[src/rtl/code_pkg.sv]
// ============================================================================
// Module : code_pkg
// Brief  : Shared constants and state type for the code entry loader path.
// Rev    : 1.0
// ============================================================================
`default_nettype none

package code_pkg;

  localparam int NUM_DIGITS = 4;
  localparam int DIGIT_W    = 4;
  localparam int CODE_W     = NUM_DIGITS * DIGIT_W;
  localparam int BCD_MAX    = 9;

  typedef enum logic [1:0] {
    ST_IDLE    = 2'd0,
    ST_COLLECT = 2'd1,
    ST_FULL    = 2'd2
  } state_t;

endpackage

`default_nettype wire

[src/rtl/code_shift_reg.sv]
// ============================================================================
// Module : code_shift_reg
// Brief  : Digit-wide, NUM_DIGITS-deep shift buffer; newest digit enters at LSBs.
// Rev    : 1.0
// ============================================================================
`default_nettype none

module code_shift_reg #(
  parameter int NUM_DIGITS = 4,
  parameter int DIGIT_W    = 4
) (
  input  logic                          clk,
  input  logic                          rst_n,
  input  logic                          clear,
  input  logic                          load,
  input  logic                          first,
  input  logic [DIGIT_W-1:0]            digit,
  output logic [NUM_DIGITS*DIGIT_W-1:0] data
);

  import code_pkg::*;

  logic [NUM_DIGITS*DIGIT_W-1:0] r_data;
  logic [NUM_DIGITS*DIGIT_W-1:0] w_next;

  // Slot 0 takes the new digit; older slots shift up unless this is the
  // first digit of an entry, in which case stale digits are dropped.
  for (genvar i = 0; i < NUM_DIGITS; i++) begin : g_digit
    if (i == 0) begin : g_lsb
      assign w_next[DIGIT_W-1:0] = digit;
    end else begin : g_upper
      assign w_next[i*DIGIT_W +: DIGIT_W] =
        first ? '0 : r_data[(i-1)*DIGIT_W +: DIGIT_W];
    end
  end

  always_ff @(posedge clk or negedge rst_n) begin
    if (!rst_n) begin
      r_data <= '0;
    end else if (clear) begin
      r_data <= '0;
    end else if (load) begin
      r_data <= w_next;
    end
  end

  assign data = r_data;

endmodule

`default_nettype wire

[src/rtl/code_entry_loader.sv]
// ============================================================================
// Module : code_entry_loader
// Brief  : Collects BCD keypad digits into a code; commits to comparator or store.
// Rev    : 1.0
// ============================================================================
`default_nettype none

module code_entry_loader #(
  parameter int                              NUM_DIGITS = 4,
  parameter int                              DIGIT_W    = 4,
  parameter logic [NUM_DIGITS*DIGIT_W-1:0]   RESET_CODE = '0
) (
  input  logic                               clk,
  input  logic                               rst_n,
  input  logic                               key_valid,
  input  logic [DIGIT_W-1:0]                 key_digit,
  input  logic                               key_enter,
  input  logic                               key_clear,
  input  logic                               prog_mode,
  output logic [NUM_DIGITS*DIGIT_W-1:0]      entry_code,
  output logic [NUM_DIGITS*DIGIT_W-1:0]      stored_code,
  output logic [$clog2(NUM_DIGITS+1)-1:0]    entry_count,
  output logic                               entry_ready,
  output logic                               store_done,
  output logic                               entry_err
);

  import code_pkg::*;

  localparam int CNT_W = $clog2(NUM_DIGITS + 1);
  localparam int BUF_W = NUM_DIGITS * DIGIT_W;

  state_t             r_state, w_state_nxt;
  logic [CNT_W-1:0]   r_count, w_count_nxt, w_count_inc;
  logic [BUF_W-1:0]   r_stored;
  logic               r_ready, r_done, r_err;
  logic               w_ready_nxt, w_done_nxt, w_err_nxt;
  logic               w_sr_load, w_sr_first, w_sr_clear, w_store;
  logic [BUF_W-1:0]   w_buf;

  code_shift_reg #(
    .NUM_DIGITS (NUM_DIGITS),
    .DIGIT_W    (DIGIT_W)
  ) u_shift (
    .clk   (clk),
    .rst_n (rst_n),
    .clear (w_sr_clear),
    .load  (w_sr_load),
    .first (w_sr_first),
    .digit (key_digit),
    .data  (w_buf)
  );

  assign w_count_inc = r_count + 1'b1;

  // Only the highest-priority strobe acts: clear, then enter, then digit.
  always_comb begin
    w_state_nxt = r_state;
    w_count_nxt = r_count;
    w_sr_load   = 1'b0;
    w_sr_first  = 1'b0;
    w_sr_clear  = 1'b0;
    w_store     = 1'b0;
    w_ready_nxt = 1'b0;
    w_done_nxt  = 1'b0;
    w_err_nxt   = 1'b0;

    if (key_clear) begin
      w_sr_clear  = 1'b1;
      w_count_nxt = '0;
      w_state_nxt = ST_IDLE;
    end else if (key_enter) begin
      w_count_nxt = '0;
      w_state_nxt = ST_IDLE;
      if (r_state == ST_FULL) begin
        if (prog_mode) begin
          // Stored copy takes the pre-clear buffer on the same edge.
          w_store    = 1'b1;
          w_done_nxt = 1'b1;
          w_sr_clear = 1'b1;
        end else begin
          w_ready_nxt = 1'b1;
        end
      end else begin
        w_err_nxt  = 1'b1;
        w_sr_clear = 1'b1;
      end
    end else if (key_valid) begin
      if (key_digit > DIGIT_W'(BCD_MAX)) begin
        w_err_nxt = 1'b1;
      end else if (r_state != ST_FULL) begin
        w_sr_load   = 1'b1;
        w_sr_first  = (r_state == ST_IDLE);
        w_count_nxt = w_count_inc;
        w_state_nxt = (w_count_inc == CNT_W'(NUM_DIGITS)) ? ST_FULL : ST_COLLECT;
      end
    end
  end

  always_ff @(posedge clk or negedge rst_n) begin
    if (!rst_n) begin
      r_state  <= ST_IDLE;
      r_count  <= '0;
      r_stored <= RESET_CODE;
      r_ready  <= 1'b0;
      r_done   <= 1'b0;
      r_err    <= 1'b0;
    end else begin
      r_state  <= w_state_nxt;
      r_count  <= w_count_nxt;
      r_ready  <= w_ready_nxt;
      r_done   <= w_done_nxt;
      r_err    <= w_err_nxt;
      if (w_store) begin
        r_stored <= w_buf;
      end
    end
  end

  assign entry_code  = w_buf;
  assign stored_code = r_stored;
  assign entry_count = r_count;
  assign entry_ready = r_ready;
  assign store_done  = r_done;
  assign entry_err   = r_err;

endmodule

`default_nettype wire

[config.mk]
export PLATFORM = sky130hd
export DESIGN_NAME = code_entry_loader
export DESIGN_NICKNAME = d
export VERILOG_FILES = /design/src/rtl/code_pkg.sv /design/src/rtl/code_shift_reg.sv /design/src/rtl/code_entry_loader.sv
export SDC_FILE = /design/constraint.sdc
export NUM_CORES = 1
export LEC_CHECK = 0
export ABC_AREA = 1
export CAP_MARGIN = 20
export CORE_MARGIN = 8
export CORE_UTILIZATION = 47
export CTS_CLUSTER_DIAMETER = 200
export DETAILED_ROUTE_END_ITERATION = 10
export PLACE_DENSITY = 0.79
export SLEW_MARGIN = 20
export SYNTH_ARGS = -nofsm -noshare
export SYNTH_HDL_FRONTEND = slang
export SYNTH_SLANG_ARGS = --single-unit
export TNS_END_PERCENT = 5
[constraint.sdc]
create_clock -name clk -period 1.35 [get_ports clk]
set_input_delay 0.27 -clock clk [delete_from_list [all_inputs] [get_ports clk]]
set_output_delay 0.27 -clock clk [all_outputs]
set_load 0.02 [all_outputs]
==> metrics.log <==
[metrics] global-route total usage across every layer: 0.157
[metrics] worst setup slack after layout: -0.00616 ns
[metrics] total of endpoints with negative setup slack in the final report: 1
[metrics] fraction of synthesized cell area in xor and xnor cells: 0.00506
[metrics] total CTS buffers: 5
[metrics] antenna diode count: 0
[metrics] leakage component of the power: 1.44 nW
[metrics] Synth Area in Simple Gates: 0.236
[metrics] total iterations of the first detailed-routing run: 4
[metrics] input/output buffers: 47
[metrics] area leader, netlist: dfrtp_1
[metrics] Die Y-Extent: 76.7 µm
[metrics] final number of hold-violating endpoints: 0
[metrics] headroom to the max-slew limit: 0.827
[metrics] vias in the first global route: 1648
[metrics] GR met3 Demand/Resource: 0.0478
[metrics] area share of fa/ha/maj cells after synthesis: 0.0145
[metrics] Multi-input gate area: 667 µm²
[metrics] share of the synthesized area in compound gates (AO/OA/AOI/OAI): 0.117
[metrics] Post-Route WL: 4400 µm
[metrics] run status: complete, but fails checks
[metrics] number of max-capacitance violations reported: 0
[metrics] I/O pin cnt: 48
[metrics] pin slew with the least headroom to its limit: 0.257 ns
[metrics] most used routing layer: met2
[metrics] fmax: 737 MHz
[metrics] utilization after layout: 0.703
[metrics] fraction of the cycle the final worst path needs: 1.00
[metrics] proportion of register bits with asynchronous set or reset after synthesis: 1.00
[metrics] Cell Chain, Critical Path: nor2_4, nand2_2, buf_12, o21ai_0, nand2_1
[metrics] TritonCTS sink count: 40
[metrics] fraction of met2 tracks used by global routing: 0.254
[metrics] Primary FF master, synth: dfrtp_1
[metrics] clock transition at the register clock pins on the worst setup and hold paths after CTS: 0.07 ns
[metrics] number of flops mapped to enable cells by yosys: 0
[metrics] hpwl dp: 3190 µm
[metrics] number of routed nets with antenna violations: 0
[metrics] combinational family with the most area after synthesis: simple AND/OR/NAND/NOR gates
[metrics] dominant cell by count in the synthesized netlist: nand2_1
[metrics] layout cells sized above 1: 0.212
[metrics] power density over the cells: 875 nW/µm²
[metrics] commonest cells in the netlist: nand2_1, dfrtp_1, o21ai_0
[metrics] kind of capture point of the worst setup path: flop
[metrics] floorplan row count: 22
[metrics] worst slack at placement: -0.319 ns
[metrics] total congestion overflow: 0
[metrics] Crit Path Category: flop to flop
[metrics] Via density: 5.04
[metrics] shortest clock period the worst path allows after layout: 1.36 ns
[metrics] Die Span X: 76.7 µm
[metrics] summed negative setup slack over all endpoints: -0.00616 ns
[metrics] Mapped Area: 1730 µm²
[metrics] GR Util met1: 0.182
[metrics] initial core utilization: 0.480
[metrics] Arrival @ worst endpoint: 1.52 ns
[metrics] violations in the final reports: negative setup slack
[metrics] cells after synthesis: 184
[metrics] Final Slew Violations: 0
[metrics] part of the Yosys area used for sequential elements: 0.578
[metrics] number of synthesized register bits: 40
[metrics] number of fillers in the final layout: 288
[metrics] Die Area: 5880 µm²
[metrics] Buffers & Inverters on Critical Path: 1
[metrics] unrepaired setup endpoints after global routing: true
[metrics] routability-driven placement congestion ratio: 0.818
[metrics] combined flip-flop and latch cell area: 1000 µm²
[metrics] highest ir drop seen on vdd: 0.000770 V
[metrics] proportion of synthesized area in mux cells: 0
[metrics] mean instance size in the synthesized netlist: 9.40 µm²
[metrics] DR DRC count: 0
[metrics] maximum level of the CTS H-tree: 2
[metrics] Longest Clk Path Bufs: 2
[metrics] area of the core: 3610 µm²
[metrics] Fin Clk Skew: 0.00679 ns
[metrics] count of distinct cell types in the synthesized netlist: 22
[metrics] Critical Path Slowest Stage Cell: dfrtp_1
[metrics] maximum number of pins on one net before global-route repair: 41
[metrics] clock tree root driver cell: clkbuf_8
[metrics] family of cells with the greatest summed delay on the critical path: flip-flops
[metrics] DR vias: 1553
[metrics] net count after synthesis: 196
[metrics] antenna violations before repair: 0
[metrics] clock tree from TritonCTS: built
[metrics] highest cell delay on the worst timing path: 0.44 ns
[metrics] post-DR wirelength/cell: 14.3 µm
[metrics] Layout area overhead: 46.6%
[metrics] class of the tightest hold or removal check: primary input to asynchronous set/reset pin
[metrics] Yosys top cell area share: 0.578
[metrics] Final #Nets: 272
[metrics] leading cell types by total area after synthesis: dfrtp_1, nand2_1, o21ai_0
[metrics] Setup crit start kind: flop
[metrics] first-pass GRT wire length: 7550 µm
[metrics] count of routing violations after the opening detailed-route iteration: 77
[metrics] endpoint required time on the critical path: 1.52 ns
[metrics] synthesis warning total: 0
[metrics] clock network latency to the later pin of the worst-skew pair: 0.29 ns
[metrics] peak fanout along the critical path: 13
-- placed cells by master, fill, tap and decap left out, drive strengths merged --
| master | count |
|---|---|
| ha | 2 |
| o32ai | 1 |
| o22ai | 1 |
| dlygate4sd3 | 1 |
| nor2 | 5 |
| xnor2 | 1 |
| dlygate4sd2 | 36 |
| clkbuf | 7 |
| dfrtp | 40 |
| inv | 8 |
| buf | 29 |
| a21oi | 1 |
| clkdlybuf4s15 | 2 |
| nand3 | 22 |
| o21ai | 32 |
| nand2 | 63 |
| nand2b | 1 |
| clkdlybuf4s50 | 8 |
-- repair_timing --
action                                  in CTS  in global routing
hold endpoints to repair                    40                  0
endpoints found under the setup margin      47                 38
gates resized for setup                     39                  9
hold buffers                                 1                  0
buffers inserted                             0                  1
pin swaps                                    0                  2
-- tightest hold or removal path, delay by kind of cell --
family | cells | cell delay (ns)
buf+inv | 3 | 0.86
-- sequential cells by signal, indices dropped and copies added, names as in the netlist --
register,count
store_done,1
entry_count,3
u_shift.data,16
r_state,2
entry_err,1
stored_code,16
entry_ready,1
-- final timing paths --
check                                                   end  slack (ns)  cells after the start                        start
worst min register to register  stored_code[12]$_DFFE_PN0P_        0.49                      2  stored_code[12]$_DFFE_PN0P_
worst max register to register   stored_code[2]$_DFFE_PN0P_      -0.006                      5       r_state[0]$_DFFE_PN0P_
worst min-delay path            u_shift.data[4]$_DFFE_PN0P_        0.48                      3                        rst_n
min in group clk                stored_code[12]$_DFFE_PN0P_        0.49                      2  stored_code[12]$_DFFE_PN0P_
max in group asynchronous       stored_code[15]$_DFFE_PN0P_        0.69                      3                        rst_n
worst max-delay path             stored_code[2]$_DFFE_PN0P_      -0.006                      5       r_state[0]$_DFFE_PN0P_
-- routing by layer --
layer  vias up  routed length (µm)
met3         6                 251
met2        45                2220
met5         -                   0
met1       741                1820
li1        761                   -
met4         0                 105
-- report_power, final --
| part | switching, W | internal (W) |
|---|---|---|
| registers | 0.00000569 | 0.00120 |
| logic | 0.000104 | 0.0000704 |
| clock network | 0.000380 | 0.000455 |
-- cell type report --
type,instances,area share
inverters,8,0.0118
flip-flops and latches,40,0.395
clock buffers,7,0.0380
repair buffers,76,0.269
multi-input cells,129,0.263
well taps,48,0.0237
-- cells by family (layout without fill, tap and decap cells) --
| group | Yosys count | count (layout) |
|---|---|---|
| buffers and inverters | 15 | 91 |
| xor gates and xnor gates | 1 | 1 |
| DFF | 40 | 40 |
| adders and majority gates | 2 | 2 |
| AOI/OAI and AO/OA | 35 | 35 |
| and+or+nand+nor | 91 | 91 |
-- metrics by stage --
stage	total power (W)	std cells	hold WS (ns)	instance area, µm²
2_1_floorplan	0.00130	184	-0.0256	1730
3_3_place_gp	0.00140	299	0.250	2430
3_5_place_dp	0.00140	299	0.256	2430
4_1_cts	0.00223	307	0.481	2500
5_1_grt	0.00231	308	0.492	2540
6_report	0.00222	308	0.478	2540
(Power assumes the default switching activity.)
